File: src/rtl/pipeline_hazard_unit.sv
// Hazard, forwarding and stall controller for a 5-stage IF/ID/EX/MEM/WB pipeline.
// Latency: stall/kill/fwd/ex_busy are combinational from registered shadow state and ID inputs.
// Backpressure: stall holds PC and IF/ID and drops a bubble into EX; ex_busy holds EX in place.
//
// Ports:
//   clk, reset_n            : rising-edge clock, synchronous active-low reset
//   id_*                    : decoded ID-stage instruction (operand i at id_src[i*REG_ADDR_W +: REG_ADDR_W])
//   branch_taken            : branch/jump resolved taken in ID
//   stall, kill, fwd        : hazard controls; fwd per operand 00 rf, 01 EX, 10 MEM, 11 WB
//   ex_busy                 : multi-cycle op still occupying EX
//   {ex,mem,wb}_{rd,wr}     : shadow destination register and "valid and writes" flag per stage
// Build option: define FORWARDING_EN to enable operand forwarding; otherwise any RAW match stalls
// until the producer has left WB and fwd is tied to 0.
module pipeline_hazard_unit #(
  parameter int REG_ADDR_W = 3,
  parameter int NUM_SRC    = 2,
  parameter int MC_LAT     = 3,
  parameter int R0_ZERO    = 1
) (
  input  logic                          clk,
  input  logic                          reset_n,
  input  logic                          id_valid,
  input  logic [NUM_SRC*REG_ADDR_W-1:0] id_src,
  input  logic [NUM_SRC-1:0]            id_src_used,
  input  logic [REG_ADDR_W-1:0]         id_rd,
  input  logic                          id_reg_wr,
  input  logic                          id_mem_rd,
  input  logic                          id_multi,
  input  logic                          branch_taken,
  output logic                          stall,
  output logic                          kill,
  output logic [2*NUM_SRC-1:0]          fwd,
  output logic                          ex_busy,
  output logic [REG_ADDR_W-1:0]         ex_rd,
  output logic [REG_ADDR_W-1:0]         mem_rd,
  output logic [REG_ADDR_W-1:0]         wb_rd,
  output logic                          ex_wr,
  output logic                          mem_wr,
  output logic                          wb_wr
);

  localparam int CNT_W = $clog2(MC_LAT);

  // Only EX needs mem_rd (load-use); the multi flag lives in the occupancy counter.
  typedef struct packed {
    logic                  valid;
    logic [REG_ADDR_W-1:0] rd;
    logic                  reg_wr;
    logic                  mem_rd;
  } ex_ent_t;

  typedef struct packed {
    logic                  valid;
    logic [REG_ADDR_W-1:0] rd;
    logic                  reg_wr;
  } ent_t;

  ex_ent_t            ex_q;
  ent_t               mem_q;
  ent_t               wb_q;
  logic [CNT_W-1:0]   cnt_q;

  logic               busy;
  logic               load_use;
  logic               stall_int;
  logic               issue;
  logic [NUM_SRC-1:0] m_ex;
  logic [NUM_SRC-1:0] m_mem;
  logic [NUM_SRC-1:0] m_wb;

  // Per-operand match against each shadow stage.
  always_comb begin
    m_ex  = '0;
    m_mem = '0;
    m_wb  = '0;
    for (int i = 0; i < NUM_SRC; i++) begin
      if (id_src_used[i] &&
          !((R0_ZERO != 0) && (id_src[i*REG_ADDR_W +: REG_ADDR_W] == '0))) begin
        m_ex[i]  = ex_q.valid  && ex_q.reg_wr  && (ex_q.rd  == id_src[i*REG_ADDR_W +: REG_ADDR_W]);
        m_mem[i] = mem_q.valid && mem_q.reg_wr && (mem_q.rd == id_src[i*REG_ADDR_W +: REG_ADDR_W]);
        m_wb[i]  = wb_q.valid  && wb_q.reg_wr  && (wb_q.rd  == id_src[i*REG_ADDR_W +: REG_ADDR_W]);
      end
    end
  end

  assign busy     = (cnt_q != '0);
  assign load_use = (|m_ex) & ex_q.mem_rd;

`ifdef FORWARDING_EN
  logic [2*NUM_SRC-1:0] fwd_int;

  // Youngest producer wins.
  always_comb begin
    fwd_int = '0;
    for (int i = 0; i < NUM_SRC; i++) begin
      if (m_ex[i])       fwd_int[2*i +: 2] = 2'b01;
      else if (m_mem[i]) fwd_int[2*i +: 2] = 2'b10;
      else if (m_wb[i])  fwd_int[2*i +: 2] = 2'b11;
    end
  end

  assign stall_int = load_use | busy;
  assign fwd       = reset_n ? fwd_int : '0;
`else
  logic any_match;

  // Without a bypass network the operand must wait until its producer has retired from WB.
  assign any_match = |(m_ex | m_mem | m_wb);
  assign stall_int = load_use | busy | any_match;
  assign fwd       = '0;
`endif

  assign issue   = id_valid & ~stall_int;

  assign stall   = reset_n & stall_int;
  assign kill    = reset_n & branch_taken & id_valid & ~stall_int;
  assign ex_busy = reset_n & busy;

  assign ex_rd   = ex_q.rd;
  assign mem_rd  = mem_q.rd;
  assign wb_rd   = wb_q.rd;
  assign ex_wr   = reset_n & ex_q.valid  & ex_q.reg_wr;
  assign mem_wr  = reset_n & mem_q.valid & mem_q.reg_wr;
  assign wb_wr   = reset_n & wb_q.valid  & wb_q.reg_wr;

  always_ff @(posedge clk) begin
    if (!reset_n) begin
      ex_q  <= '0;
      mem_q <= '0;
      wb_q  <= '0;
      cnt_q <= '0;
    end else begin
      wb_q <= mem_q;
      if (busy) begin
        // EX holds the multi-cycle op; MEM sees a bubble. stall_int is high so nothing issues.
        mem_q <= '0;
        cnt_q <= cnt_q - CNT_W'(1);
      end else begin
        mem_q <= '{valid: ex_q.valid, rd: ex_q.rd, reg_wr: ex_q.reg_wr};
        if (issue) begin
          ex_q  <= '{valid: 1'b1, rd: id_rd, reg_wr: id_reg_wr, mem_rd: id_mem_rd};
          cnt_q <= id_multi ? CNT_W'(MC_LAT - 1) : '0;
        end else begin
          ex_q  <= '0;
          cnt_q <= '0;
        end
      end
    end
  end

endmodule

File: config.mk
export PLATFORM = sky130hd
export DESIGN_NAME = pipeline_hazard_unit
export DESIGN_NICKNAME = d
export VERILOG_FILES = /design/src/rtl/pipeline_hazard_unit.sv
export SDC_FILE = /design/constraint.sdc
export NUM_CORES = 1
export LEC_CHECK = 0
export ABC_CLOCK_PERIOD_IN_PS = 4900
export CAP_MARGIN = 20
export CORE_MARGIN = 8
export CORE_UTILIZATION = 45
export DETAILED_ROUTE_END_ITERATION = 10
export PLACE_DENSITY = 0.83
export SETUP_SLACK_MARGIN = 0.15
export SLEW_MARGIN = 20
export SYNTH_ARGS = -nofsm -noshare
export SYNTH_HDL_FRONTEND = slang
export SYNTH_SLANG_ARGS = --single-unit
File: constraint.sdc
create_clock -name clk -period 4.9 [get_ports clk]
set_input_delay 0.98 -clock clk [delete_from_list [all_inputs] [get_ports clk]]
set_output_delay 0.98 -clock clk [all_outputs]
set_load 0.01 [all_outputs]
==> impl_metrics.tcl <==
set metrics [dict create \
    status "complete, no violations" \
    cp_common_cell "clkdlybuf4s50_1" \
    clock_latency_ns 0.30 \
    synth-compound-area-share_pct 12.9 \
    cp-start-kind "input port" \
    final_area_mm2 0.00120 \
    slew_viol_final 0 \
    tns_ns 0 \
    post-cts-setup-buffer-count 0 \
    path_clk_slew_ns 0.10 \
    worst-path-buf-inv 2 \
    track_usage_pct 12.7 \
    cts_buffers 3 \
    synth_seq_cells 17 \
    synthTopCellsByArea "dfxtp_1, xor2_1, buf_4" \
    required_ns 3.92 \
    fin_nets 138 \
    grt_pass1_wl_mm 3.45 \
    place_congestion 0.831 \
    dieArea_mm2 0.00371 \
    dp_hpwl_mm 1.75 \
    path_max_fanout 4 \
    synth-adder-area-share_pct 0 \
    core_area_mm2 0.00194 \
    cts.sinks 17 \
    min_to "wb_q[4]$_SDFF_PN0_" \
    nFillCells 179 \
    arrival_ns 3.22 \
    crit_type "in -> out" \
    power_density_mw_per_mm2 228 \
    antenna_found_initial 0 \
    routed_via_density 4.95 \
    grt_max_degree 14 \
    reg2reg_depth 6 \
    drv_cap 0 \
    slowest_delay_ns 0.53 \
    yosysTopAreaCell "dfxtp_1" \
    num_vias 722 \
    fp.dieH_um 60.9 \
    drt_iter0_markers 17 \
    synth-simple-area-share_pct 20.7 \
    start_util_pct 46.8 \
    cts_tree "yes" \
    cp_slowest_cell "clkdlybuf4s50_1" \
    die_w_um 60.9 \
    setup_viol 0 \
    path_cells "clkdlybuf4s50_1, o31ai_2, nor3_1, a22o_1, nor4b_4, and2_1, clkdlybuf4s50_1" \
    finClkSkew_ns 0.00378 \
    syn_inst 93 \
    avgSynthCellArea_um2 9.77 \
    row_count 16 \
    hold_viol 0 \
    syn_area_um2 908 \
    finalWirelength_mm 2.12 \
    h-tree-depth 1 \
    antenna_left 0 \
    postCtsHoldBufs 0 \
    path_delay_family "buffers and inverters" \
    fin_crit_sh_pct 85.6 \
    ys_seq_area_share_pct 37.5 \
    p_leak_nw 0.514 \
    min_from "mem_q[4]$_SDFF_PP0_" \
    synth_xor_area_share_pct 17.4 \
    ys.warnings.count 0 \
    gr-total-overflow 0 \
    ios 37 \
    mostFrequentLayoutCells "clkdlybuf4s50_1, xor2_1, dfxtp_1, and2_1" \
    final_common_cell "clkdlybuf4s50_1" \
    r2r-start "ex_rd[1]$_SDFFE_PN0P_" \
    synth_top_area_share_pct 37.5 \
    wl_per_cell_um 14.5 \
    grt_pass1_vias 752 \
    drc_errors 0 \
    synth_top_family_by_area "simple AND/OR/NAND/NOR gates" \
    rsz0062_at_grt "no" \
    drtPass1Iterations 4 \
    hold_depth 1 \
    drive_gt1_share_pct 7.56 \
    r2r_setup_slack_ns 3.23 \
    hold_path.class "reg -> reg" \
    worst_setup_path_end_kind "output pin" \
    port_buffers 31 \
    reg2reg_to "cnt_q[1]$_SDFF_PN0_" \
    fin_crit_ns 4.20 \
    clock_path_buffers 2 \
    fmax_ghz 0.238 \
    whs_ns 0.486 \
    yosysUniqueCellTypes 23 \
    ctsResizeCount 0 \
    synthMuxAreaShare_pct 0 \
    placed_area_mm2 0.00118 \
    cts-root-buf "clkbuf_4" \
    diodes 0 \
    ir_worst_vdd_uv 161 \
    syn2layout_area_growth_pct 32.5 \
]
final cells by class:
cell class | instances | area [µm²] | share of cell area (%)
repair buffers | 33 | 325 | 27.0
well taps | 27 | 33.8 | 2.81
flip-flops and latches | 17 | 340 | 28.3
clock buffers | 4 | 26.3 | 2.18
multi-input cells | 65 | 478 | 39.7
power breakdown:
| group | internal [mW] | leakage [nW] | switching (mW) |
|---|---|---|---|
| Clock | 0.0318 | 0.0150 | 0.0447 |
| Combinational | 0.0288 | 0.361 | 0.0204 |
| Sequential | 0.143 | 0.139 | 0.00538 |
| Total | 0.204 | 0.514 | 0.0705 |
kinds of logic after synthesis:
kind of cell / Yosys count
buffers and inverters: 14
AOI/OAI and AO/OA: 13
xor gates and xnor gates: 18
DFF: 17
other: 1
and+or+nand+nor: 30
registers in the layout (all words and copies together), names as in the netlist:
register and count:
wb_rd 3, cnt_q 2, ex_rd 3, wb_q 2, ex_q 2, mem_q 2, mem_rd 3
synthesized netlist by cell type:
| master | n |
|---|---|
| nor2_1 | 2 |
| a32o_1 | 1 |
| nand2b_1 | 1 |
| and3_1 | 3 |
| nor3b_1 | 1 |
| o41a_1 | 1 |
| o21a_1 | 1 |
| dfxtp_1 | 17 |
| and2_1 | 11 |
| xor2_1 | 18 |
| conb_1 | 1 |
| o21ba_2 | 1 |
| o31ai_2 | 1 |
| o21ai_0 | 1 |
| a22o_1 | 5 |
| a21o_2 | 1 |
| clkbuf_1 | 1 |
| nor4_1 | 5 |
| nor3_1 | 1 |
| nand2_1 | 5 |
| o31a_1 | 1 |
| buf_4 | 13 |
| nor4b_4 | 1 |
metrics by stage:
step | setup slack, ns | instances | utilization, % | power [mW]
final | 0.704 | 146 | 62.0 | 0.274
after global routing | 0.566 | 146 | 62.0 | 0.288
after CTS | 0.693 | 146 | 62.0 | 0.277
after detailed placement | 0.707 | 142 | 60.6 | 0.201
after global placement | 0.699 | 142 | 60.6 | 0.199
after floorplan | 1.76 | 96 | - | 0.177
metal layers:
metal  vias to the layer above  track usage, %  part of all wire (%)
li1                        354               -                     -
met1                       336            12.6                    39
met2                        29            21.1                    51
met3                         3            5.51                   8.6
met4                         0            8.64                   1.7
met5                         -               0                     0
how the worst max path moves through the flow:
stage | from | to | slack, ns | cells after the start
2_1_floorplan | id_src[2] | kill | 1.76 | 5
3_3_place_gp | id_src[2] | stall | 0.70 | 7
3_5_place_dp | id_src[2] | stall | 0.71 | 7
4_1_cts | id_src[2] | kill | 0.69 | 7
5_1_grt | id_src[2] | stall | 0.57 | 7
6_report | id_src[2] | kill | 0.70 | 7
Power figures use the tool's default switching activity.
